[src/rtl/lcd_text_driver_pkg.sv]
// Shared constants, state encodings and helpers for the HD44780 text driver.
// Covers the init command set, the line base addresses and the buffer geometry.
package lcd_text_driver_pkg;

  localparam logic [7:0] CMD_FUNC_SET = 8'h38;
  localparam logic [7:0] CMD_DISP_ON  = 8'h0C;
  localparam logic [7:0] CMD_ENTRY    = 8'h06;
  localparam logic [7:0] CMD_CLEAR    = 8'h01;

  localparam logic [7:0] LINE1_ADDR = 8'h80;
  localparam logic [7:0] LINE2_ADDR = 8'hC0;

  localparam int unsigned LINE_LEN  = 16;
  localparam int unsigned NUM_CHARS = 32;
  localparam int unsigned NUM_INIT  = 4;

  typedef enum logic [2:0] {
    StPwrup,
    StInit,
    StAddr,
    StFetch,
    StChar,
    StIdle
  } top_state_e;

  typedef enum logic [2:0] {
    BwIdle,
    BwSetup,
    BwEpulse,
    BwHold,
    BwWait
  } bus_state_e;

  function automatic logic [7:0] init_cmd(input logic [1:0] idx);
    case (idx)
      2'd0:    return CMD_FUNC_SET;
      2'd1:    return CMD_DISP_ON;
      2'd2:    return CMD_ENTRY;
      default: return CMD_CLEAR;
    endcase
  endfunction

  function automatic int unsigned max2(input int unsigned a, input int unsigned b);
    return (a > b) ? a : b;
  endfunction

endpackage

[src/rtl/lcd_text_driver_if.sv]
// Text-buffer read port plus the HD44780 8-bit parallel bus.
// The master is the driver; the slave side is the buffer and the panel.
interface lcd_text_driver_if;
  logic [4:0] index;
  logic [7:0] char_data;
  logic       lcd_e;
  logic       lcd_rs;
  logic       lcd_rw;
  logic [7:0] lcd_data;

  modport master (
    output index, lcd_e, lcd_rs, lcd_rw, lcd_data,
    input  char_data
  );

  modport slave (
    input  index, lcd_e, lcd_rs, lcd_rw, lcd_data,
    output char_data
  );
endinterface

[src/rtl/lcd_text_driver_bus_write.sv]
// One HD44780 bus write: SETUP, E pulse, HOLD, then the post-write wait.
// RS/DATA are latched on an accepted start and held until the next one.
module lcd_text_driver_bus_write
  import lcd_text_driver_pkg::*;
#(
  parameter int unsigned T_SETUP = 4,
  parameter int unsigned T_EPW   = 25,
  parameter int unsigned T_HOLD  = 4,
  parameter int unsigned T_CMD   = 2000,
  parameter int unsigned T_CLR   = 82000
) (
  input  logic       clk,
  input  logic       rst,
  input  logic       i_start,
  input  logic       i_rs,
  input  logic [7:0] i_byte,
  output logic       o_e,
  output logic       o_rs,
  output logic [7:0] o_data,
  output logic       o_done
);

  localparam int unsigned TMax = max2(max2(T_SETUP, T_EPW), max2(max2(T_HOLD, T_CMD), T_CLR));
  localparam int unsigned TW   = $clog2(TMax + 1);

  bus_state_e    r_state;
  logic [TW-1:0] r_timer;
  logic          r_e;
  logic          r_rs;
  logic [7:0]    r_data;
  logic          w_timer_zero;

  assign w_timer_zero = (r_timer == '0);

  always_ff @(posedge clk or negedge rst) begin
    if (!rst) begin
      r_state <= BwIdle;
      r_timer <= '0;
      r_e     <= 1'b0;
      r_rs    <= 1'b0;
      r_data  <= '0;
    end else begin
      // Every timed phase counts down; the zero cases below reload it.
      if (r_state != BwIdle) r_timer <= r_timer - 1'b1;
      case (r_state)
        BwIdle: begin
          if (i_start) begin
            r_rs    <= i_rs;
            r_data  <= i_byte;
            r_timer <= TW'(T_SETUP - 1);
            r_state <= BwSetup;
          end
        end
        BwSetup: begin
          if (w_timer_zero) begin
            r_e     <= 1'b1;
            r_timer <= TW'(T_EPW - 1);
            r_state <= BwEpulse;
          end
        end
        BwEpulse: begin
          if (w_timer_zero) begin
            r_e     <= 1'b0;
            r_timer <= TW'(T_HOLD - 1);
            r_state <= BwHold;
          end
        end
        BwHold: begin
          if (w_timer_zero) begin
            r_timer <= (!r_rs && r_data == CMD_CLEAR) ? TW'(T_CLR - 1) : TW'(T_CMD - 1);
            r_state <= BwWait;
          end
        end
        BwWait: begin
          if (w_timer_zero) r_state <= BwIdle;
        end
        default: r_state <= BwIdle;
      endcase
    end
  end

  // Asserted during the last wait cycle so the sequencer reacts right after the wait.
  assign o_done = (r_state == BwWait) && w_timer_zero;
  assign o_e    = r_e;
  assign o_rs   = r_rs;
  assign o_data = r_data;

endmodule

[src/rtl/lcd_text_driver.sv]
// Sequencer for a 16x2 HD44780 panel: power-up wait, init commands, then a
// continuous refresh of the 32-character buffer, line address before each line.
module lcd_text_driver
  import lcd_text_driver_pkg::*;
#(
  parameter int unsigned T_PWRUP   = 750000,
  parameter int unsigned T_SETUP   = 4,
  parameter int unsigned T_EPW     = 25,
  parameter int unsigned T_HOLD    = 4,
  parameter int unsigned T_CMD     = 2000,
  parameter int unsigned T_CLR     = 82000,
  parameter int unsigned FETCH_LAT = 2
) (
  input  logic clk,
  input  logic rst,
  input  logic i_enable,
  output logic o_init_done,
  output logic o_frame_done,
  lcd_text_driver_if.master bus
);

  localparam int unsigned CW = $clog2(max2(T_PWRUP, FETCH_LAT) + 1);

  top_state_e    r_state;
  logic [CW-1:0] r_cnt;
  logic [1:0]    r_init_cnt;
  logic [4:0]    r_index;
  logic [7:0]    r_char;
  logic          r_pend;
  logic          r_start;
  logic          r_wr_rs;
  logic [7:0]    r_wr_byte;
  logic          r_init_done;
  logic          r_frame_done;

  logic          w_done;
  logic          w_e;
  logic          w_rs;
  logic [7:0]    w_data;

  lcd_text_driver_bus_write #(
    .T_SETUP (T_SETUP),
    .T_EPW   (T_EPW),
    .T_HOLD  (T_HOLD),
    .T_CMD   (T_CMD),
    .T_CLR   (T_CLR)
  ) u_bus_write (
    .clk     (clk),
    .rst     (rst),
    .i_start (r_start),
    .i_rs    (r_wr_rs),
    .i_byte  (r_wr_byte),
    .o_e     (w_e),
    .o_rs    (w_rs),
    .o_data  (w_data),
    .o_done  (w_done)
  );

  // r_pend marks a write in flight; the first cycle of each write state issues it.
  always_ff @(posedge clk or negedge rst) begin
    if (!rst) begin
      r_state      <= StPwrup;
      r_cnt        <= '0;
      r_init_cnt   <= '0;
      r_index      <= '0;
      r_char       <= '0;
      r_pend       <= 1'b0;
      r_start      <= 1'b0;
      r_wr_rs      <= 1'b0;
      r_wr_byte    <= '0;
      r_init_done  <= 1'b0;
      r_frame_done <= 1'b0;
    end else begin
      r_start      <= 1'b0;
      r_frame_done <= 1'b0;
      case (r_state)
        StPwrup: begin
          if (r_cnt == CW'(T_PWRUP - 1)) begin
            r_cnt   <= '0;
            r_state <= StInit;
          end else begin
            r_cnt <= r_cnt + 1'b1;
          end
        end
        StInit: begin
          if (!r_pend) begin
            r_start   <= 1'b1;
            r_pend    <= 1'b1;
            r_wr_rs   <= 1'b0;
            r_wr_byte <= init_cmd(r_init_cnt);
          end else if (w_done) begin
            r_pend <= 1'b0;
            if (r_init_cnt == 2'(NUM_INIT - 1)) begin
              r_init_done <= 1'b1;
              r_state     <= StAddr;
            end else begin
              r_init_cnt <= r_init_cnt + 1'b1;
            end
          end
        end
        StAddr: begin
          if (!r_pend) begin
            r_start   <= 1'b1;
            r_pend    <= 1'b1;
            r_wr_rs   <= 1'b0;
            r_wr_byte <= (r_index == '0) ? LINE1_ADDR : LINE2_ADDR;
          end else if (w_done) begin
            r_pend  <= 1'b0;
            r_cnt   <= '0;
            r_state <= StFetch;
          end
        end
        StFetch: begin
          if (r_cnt == CW'(FETCH_LAT - 1)) begin
            r_char  <= bus.char_data;
            r_cnt   <= '0;
            r_state <= StChar;
          end else begin
            r_cnt <= r_cnt + 1'b1;
          end
        end
        StChar: begin
          if (!r_pend) begin
            r_start   <= 1'b1;
            r_pend    <= 1'b1;
            r_wr_rs   <= 1'b1;
            r_wr_byte <= r_char;
          end else if (w_done) begin
            r_pend <= 1'b0;
            if (r_index == 5'(LINE_LEN - 1)) begin
              r_index <= 5'(LINE_LEN);
              r_state <= StAddr;
            end else if (r_index == 5'(NUM_CHARS - 1)) begin
              r_index      <= '0;
              r_frame_done <= 1'b1;
              r_state      <= i_enable ? StAddr : StIdle;
            end else begin
              r_index <= r_index + 1'b1;
              r_cnt   <= '0;
              r_state <= StFetch;
            end
          end
        end
        StIdle: begin
          if (i_enable) r_state <= StAddr;
        end
        default: r_state <= StPwrup;
      endcase
    end
  end

  assign bus.index    = r_index;
  assign bus.lcd_e    = w_e;
  assign bus.lcd_rs   = w_rs;
  assign bus.lcd_rw   = 1'b0;
  assign bus.lcd_data = w_data;
  assign o_init_done  = r_init_done;
  assign o_frame_done = r_frame_done;

endmodule
[src/flat_wrapper.sv]
// flat-port wrapper written by rule: the top's interface ports become plain ports
module lcd_text_driver_flat import lcd_text_driver_pkg::*;
#(
  parameter int unsigned T_PWRUP   = 750000,
  parameter int unsigned T_SETUP   = 4,
  parameter int unsigned T_EPW     = 25,
  parameter int unsigned T_HOLD    = 4,
  parameter int unsigned T_CMD     = 2000,
  parameter int unsigned T_CLR     = 82000,
  parameter int unsigned FETCH_LAT = 2
)
  (clk, rst, i_enable, o_init_done, o_frame_done, bus_index, bus_lcd_e, bus_lcd_rs, bus_lcd_rw, bus_lcd_data, bus_char_data);
  lcd_text_driver_if bus_i ();
  input  logic clk;
  input  logic rst;
  input  logic i_enable;
  output logic o_init_done;
  output logic o_frame_done;
  output wire logic [$bits(bus_i.index)-1:0] bus_index;
  output wire logic [$bits(bus_i.lcd_e)-1:0] bus_lcd_e;
  output wire logic [$bits(bus_i.lcd_rs)-1:0] bus_lcd_rs;
  output wire logic [$bits(bus_i.lcd_rw)-1:0] bus_lcd_rw;
  output wire logic [$bits(bus_i.lcd_data)-1:0] bus_lcd_data;
  input wire logic [$bits(bus_i.char_data)-1:0] bus_char_data;
  assign bus_index = bus_i.index;
  assign bus_lcd_e = bus_i.lcd_e;
  assign bus_lcd_rs = bus_i.lcd_rs;
  assign bus_lcd_rw = bus_i.lcd_rw;
  assign bus_lcd_data = bus_i.lcd_data;
  assign bus_i.char_data = bus_char_data;
  lcd_text_driver #(.T_PWRUP(T_PWRUP), .T_SETUP(T_SETUP), .T_EPW(T_EPW), .T_HOLD(T_HOLD), .T_CMD(T_CMD), .T_CLR(T_CLR), .FETCH_LAT(FETCH_LAT)) u_core (.clk(clk), .rst(rst), .i_enable(i_enable), .o_init_done(o_init_done), .o_frame_done(o_frame_done), .bus(bus_i));
endmodule
[config.mk]
export PLATFORM = sky130hd
export DESIGN_NAME = lcd_text_driver_flat
export DESIGN_NICKNAME = d
export VERILOG_FILES = /design/src/rtl/lcd_text_driver_pkg.sv /design/src/rtl/lcd_text_driver_if.sv /design/src/rtl/lcd_text_driver_bus_write.sv /design/src/rtl/lcd_text_driver.sv /design/src/flat_wrapper.sv
export SDC_FILE = /design/constraint.sdc
export NUM_CORES = 1
export LEC_CHECK = 0
export CORE_MARGIN = 5
export CORE_UTILIZATION = 40
export CTS_BUF_LIST = sky130_fd_sc_hd__clkbuf_8
export CTS_CLUSTER_DIAMETER = 60
export DETAILED_ROUTE_END_ITERATION = 8
export PLACE_DENSITY_LB_ADDON = 0.15
export SLEW_MARGIN = 20
export SYNTH_ARGS = -nofsm -noshare
export SYNTH_HDL_FRONTEND = slang
export SYNTH_SLANG_ARGS = --single-unit
[constraint.sdc]
create_clock -name clk -period 4.8 [get_ports clk]
set_input_delay 0.96 -clock clk [delete_from_list [all_inputs] [get_ports clk]]
set_output_delay 0.96 -clock clk [all_outputs]
set_load 0.01 [all_outputs]
==> results.toml, run 1 <==
[detailed_routing]
drt-wirelength-per-cell_um = 16.1
firstDrtPassIters = 4
drt-initial-drc-count = 258
vias = 3642
ant_nets = 0
wirelength_um = 10400
routed_via_density = 5.63
drc = 0

[grt]
grt_max_degree = 82
antenna_found_initial = 0
grt_pass1_vias = 3556
grt-ovfl-total = 0
grt_pass1_wl_um = 17900
grtUsageTotal = 0.166

[clock_network]
cts_setup_buffers = 0
htreeDepth = 3
ctsResizeCount = 0
cts-hold-fix-buffers = 0
root_buffer = "clkbuf_8"
clock_sinks = 81
cts_buffers = 9
cts_tree = "built"
clk_pin_slew_ns = 0.09
cts_buffer_depth = 2
clock_latency_ns = 0.37

[final_layout]
mostFrequentLayoutCells = "dfrtp_1 (81), nand2_1 (44), nor2_1 (43)"
final_common_cell = "dfrtp_1"
fin_nets = 524
drive_gt1_frac = 0.103
n_antenna_cell = 0
fin_cells = 647
synthToLayoutAreaGrowth_pct = 12.3

[sta]
setup-tns-final_ns = 0
worst_slack_ns = 1.91
fin_crit_sh = 0.602
slew_violations = 0
slew-limit-headroom = 0.327
setup_violations = 0
worstMarginPinSlew_ns = 0.995
finClkSkew_ns = 0.0112
hold_viol_final = 0
min_period_ns = 2.89
rsz0062_at_grt = "no"
hold_ws_ns = 0.484
timing.fmax_mhz = 346

[die]
initial_utilization = 0.406
core.rowCount = 39
die_h_um = 117
boundaryPins = 29
coreArea_sq_um = 11300
die_w_um = 117
die_area_sq_um = 13700

[run]
maxCapViolCount = 0

[worst_setup_path]
critPathMaxFanout = 13
worstPathRequired_ns = 5.06
cp.arrival_ns = 3.16
worstSetupPathType = "flop to flop"
start_kind = "flop"
cp-end-kind = "flop"

[status]
outcome = "completed"

[yosys]
synth_edf_count = 0
synth.distinct_cells = 70
synth_ff_type = "dfrtp_1"
syn_nets = 509
synth_seq_area_share = 0.441
ys_warn_count = 0
netlist_instances = 484
synthArstFlopShare = 1.00
synth-seq-cells = 81
synth_area_per_cell_sq_um = 9.49
synth_area_sq_um = 4590

[pwr]
powerDensity_nw_per_um2 = 541
leakage_nw = 2.25
vdd_drop_max_uv = 333
finalPower_w = 0.00279

[placement]
pre_cts_ws_ns = 1.91
routabilityCongestion = 0.890
port_buffers = 27
placed_cells = 631
dp_hpwl_um = 7340

[worst_hold_path]
hold_path.class = "flop to flop"
## layer usage
| metal | up-vias | routed length, um | track usage |
|---|---|---|---|
| li1 | 1810 | - | - |
| met1 | 1751 | 5350 | 0.250 |
| met2 | 69 | 4460 | 0.235 |
| met3 | 12 | 424 | 0.0298 |
| met4 | 0 | 179 | 0.0657 |
| met5 | - | 0 | 0 |
## per-stage QoR
step	utilization	cell area [sq um]
finish	0.456	5160
global route	0.456	5160
CTS	0.455	5150
detailed placement	0.435	4930
global placement	0.435	4930
floorplan	-	4590
## flip-flops by register name, summed over array words and instances (netlist names), 2 cells and up
name and count:
u_core.bus.index 5, u_core.u_bus_write.r_state 3, u_core.r_init_cnt 2, u_core.u_bus_write.r_timer 17
u_core.r_cnt 20, u_core.r_char 8, u_core.r_state 3, u_core.r_wr_byte 8
u_core.u_bus_write.o_data 8
## cell usage after synthesis, types with 3 or more instances
library cell | instances | share of area
dfrtp_1 | 81 | 0.44
nand2_1 | 44 | 0.036
nor2_1 | 43 | 0.035
o21ai_0 | 30 | 0.033
mux2_2 | 18 | 0.044
nand3_1 | 17 | 0.019
nor3_1 | 16 | 0.017
inv_1 | 15 | 0.012
ha_1 | 14 | 0.038
clkbuf_1 | 13 | 0.011
a21oi_1 | 12 | 0.013
nor4_1 | 10 | 0.014
a22oi_1 | 9 | 0.015
a211o_1 | 8 | 0.015
and2_1 | 8 | 0.011
nand4_1 | 8 | 0.011
xnor2_1 | 8 | 0.015
xor2_1 | 8 | 0.015
a21o_1 | 7 | 0.011
a22o_1 | 7 | 0.013
nand2b_1 | 6 | 0.0082
o31ai_1 | 6 | 0.0098
or2_2 | 6 | 0.0082
a2bb2oi_1 | 5 | 0.0095
and3_1 | 5 | 0.0068
nor4b_1 | 5 | 0.0095
or3_1 | 5 | 0.0068
a31oi_1 | 4 | 0.0054
buf_2 | 4 | 0.0044
nand4b_1 | 4 | 0.0076
nor2b_1 | 4 | 0.0054
o22ai_1 | 4 | 0.0054
and4_1 | 3 | 0.0057
nor3b_1 | 3 | 0.0049
## critical path, stage by stage, from the launching register on
cell and delay, ns:
dfrtp_1 0.42, inv_1 0.12, ha_1 0.16, or4b_4 0.48, nor4_4 0.38, a21oi_2 0.11
nor2_1 0.60, o21ai_0 0.20, a211o_1 0.32
## kinds of logic after synthesis
kind of cell               after synthesis  share of synthesized area
buffers and inverters                   38                     0.0365
muxes                                   19                     0.0463
adders and majority gates               14                     0.0381
other                                    1                   0.000817
and+or+nand+nor                        201                      0.236
DFF                                     81                      0.441
AOI/OAI and AO/OA                      114                      0.170
xor gates and xnor gates                16                     0.0305
## power by group
part | switching, W | internal (W) | leakage, nW
clock network | 0.000265 | 0.000310 | 0.119
registers | 0.000245 | 0.000856 | 1.07
logic | 0.000649 | 0.000467 | 1.07
total | 0.00116 | 0.00163 | 2.25
## final cells by class
| type | instances | area [sq um] |
|---|---|---|
| flip-flops and latches | 81 | 2030 |
| inverters | 15 | 56.3 |
| clock inverters | 6 | 90.1 |
| clock buffers | 10 | 138 |
| fillers | 1080 | 6160 |
| well taps | 143 | 179 |
| multi-input cells | 365 | 2400 |
| repair buffers | 27 | 272 |
## worst paths after layout
kind	startpoint	end	slack, ns	cells past startpoint
worst max-delay path	u_core.u_bus_write.r_timer[0]$_DFF_PN0_	u_core.u_bus_write.r_timer[10]$_DFF_PN0_	1.91	8
worst min-delay path	u_core.r_wr_byte[6]$_DFFE_PN0P_	u_core.r_wr_byte[6]$_DFFE_PN0P_	0.48	2
worst max register to register	u_core.u_bus_write.r_timer[0]$_DFF_PN0_	u_core.u_bus_write.r_timer[10]$_DFF_PN0_	1.91	8
worst min register to register	u_core.r_wr_byte[6]$_DFFE_PN0P_	u_core.r_wr_byte[6]$_DFFE_PN0P_	0.48	2
max in group asynchronous	rst	u_core.r_cnt[16]$_DFFE_PN0P_	3.66	1
min in group asynchronous	rst	u_core.u_bus_write.r_timer[12]$_DFF_PN0_	0.63	1
No activity file was read; power rests on OpenSTA's default activity.
==> run 2: changes to the inputs <==
==> constraint.sdc (replaced) <==
create_clock -name clk -period 2.64 [get_ports clk]
set_input_delay 0.528 -clock clk [delete_from_list [all_inputs] [get_ports clk]]
set_output_delay 0.528 -clock clk [all_outputs]
set_load 0.01 [all_outputs]
==> run 2 against run 1 <==
Compared with the run above:
- die area is the same
- clock skew shrank 0.00078 ns
- core utilization grew 1.5 points
==> results.toml, run 2 (synthesis results as in run 1) <==
[worst_setup_path]
worstPathRequired_ns = 2.91
worstSetupPathType = "flop to flop"
cp.arrival_ns = 2.70
start_kind = "flop"
crit_path_frequent_cell = "ha_1"
slowest_stage = "dfrtp_1"
critPathMaxFanout = 8
cp-end-kind = "flop"
cp_cell_sequence = "ha_1 -> and3_1 -> ha_1 -> nor2_1 -> nand3_1 -> nand2_1 -> o21a_2 -> nand2b_1 -> o31ai_1"
critical_path.max_stage_delay_ns = 0.43

[final_layout]
reg_top3 = "u_core.r_cnt x20, u_core.u_bus_write.r_timer x17"
n_antenna_cell = 0
final_common_cell = "dfrtp_1"
regMostFlops = "u_core.r_cnt"
largest_register_ffs = 20
drive_gt1_frac = 0.149
mostFrequentLayoutCells = "dfrtp_1 (81), nand2_1 (44), nor2_1 (43)"
synthToLayoutAreaGrowth_pct = 16.1
fin_nets = 549

[pwr]
leakage_nw = 2.36
vdd_drop_max_uv = 464
powerDensity_nw_per_um2 = 967

[sta]
hold_viol_final = 0
min_period_ns = 2.43
finClkSkew_ns = 0.0105
fin_crit_sh = 0.920
timing.fmax_mhz = 412
worst_slack_ns = 0.211
slew-limit-headroom = 0.596
setup-tns-final_ns = 0
slew_violations = 0
worstMarginPinSlew_ns = 0.606
setup_violations = 0

[clock_network]
cts_buffers = 9
root_buffer = "clkbuf_8"
cts_tree = "built"
clock_sinks = 81
htreeDepth = 3
cts-hold-fix-buffers = 0
clock_latency_ns = 0.37
cts_buffer_depth = 2
clk_pin_slew_ns = 0.09

[placement]
routabilityCongestion = 0.854
dp_hpwl_um = 7930
pre_cts_ws_ns = 0.0550
port_buffers = 27

[worst_hold_path]
hold_path.class = "primary input to async pin"

[status]
outcome = "completed"

[grt]
grt-ovfl-total = 0
antenna_found_initial = 0
grt_pass1_wl_um = 18300
grt_max_degree = 33
grt_pass1_vias = 3609
grtUsageTotal = 0.171

[detailed_routing]
drt-wirelength-per-cell_um = 16.0
vias = 3762
drc = 0
routed_via_density = 5.60
wirelength_um = 10700
drt-initial-drc-count = 276
firstDrtPassIters = 5
ant_nets = 0

[die]
boundaryPins = 29
coreArea_sq_um = 11300
die_h_um = 117
die_w_um = 117
die_area_sq_um = 13700
initial_utilization = 0.406
core.rowCount = 39

[run]
maxCapViolCount = 0
run 2: cell count changes in the layout (fill, tap and decap cells not counted), sizes merged:
| cell | previous run | this run |
|---|---|---|
| bufinv | 2 | 0 |
| inv | 18 | 17 |
| buf | 1 | 26 |
| clkinv | 1 | 2 |
| clkinvlp | 0 | 2 |
run 2: power by group:
group | total [W] | switching, W | internal [W]
registers | 0.00195 | 0.000389 | 0.00156
clock network | 0.000871 | 0.000494 | 0.000377
logic | 0.00234 | 0.00129 | 0.00106
run 2: final timing paths:
kind / start / end / slack [ns] / cells past startpoint
min in group clk: u_core.r_wr_byte[5]$_DFFE_PN0P_ / u_core.r_wr_byte[5]$_DFFE_PN0P_ / 0.49 / 2
max reg2reg: u_core.bus.index[1]$_DFFE_PN0P_ / u_core.r_cnt[3]$_DFFE_PN0P_ / 0.21 / 9
max in group asynchronous: rst / u_core.r_cnt[5]$_DFFE_PN0P_ / 1.88 / 2
min reg2reg: u_core.r_wr_byte[5]$_DFFE_PN0P_ / u_core.r_wr_byte[5]$_DFFE_PN0P_ / 0.49 / 2
min: rst / u_core.u_bus_write.r_timer[11]$_DFF_PN0_ / 0.09 / 1
max: u_core.bus.index[1]$_DFFE_PN0P_ / u_core.r_cnt[3]$_DFFE_PN0P_ / 0.21 / 9
run 2: repair_timing:
item | 4_1_cts | 5_1_grt
setup endpoints to repair | 0 | 9
resized for setup | 0 | 2
buffers inserted | 0 | 1
run 2: final cells by class:
cell class              instances  area (sq um)
fillers                      1093          5990
multi-input cells             365          2400
flip-flops and latches         81          2030
repair buffers                 52           480
well taps                     143           179
clock buffers                  10           138
inverters                      15          56.3
clock inverters                 6          50.0
run 2: per-layer routing:
metal  routed length (um)  GRT usage
met3                  416     0.0319
met1                 5350      0.251
met5                    0          0
met2                 4790      0.253
met4                  180     0.0619
run 2: stage by stage:
| step | util | cell area, sq um | power [W] | hold WS [ns] | cells |
|---|---|---|---|---|---|
| after floorplan | - | 4590 | 0.00353 | 0.232 | 484 |
| after global placement | 0.453 | 5130 | 0.00424 | 0.464 | 655 |
| after detailed placement | 0.453 | 5130 | 0.00430 | 0.466 | 655 |
| after CTS | 0.470 | 5320 | 0.00519 | 0.109 | 671 |
| after global routing | 0.471 | 5330 | 0.00563 | 0.127 | 672 |
| final | 0.471 | 5330 | 0.00516 | 0.0949 | 672 |
run 2: critical path, delay by kind of cell (launching register included):
family | cells | cell delay [ns]
DFF | 1 | 0.43
adders and majority gates | 2 | 0.47
AOI/OAI and AO/OA | 2 | 0.49
and+or+nand+nor | 5 | 0.94
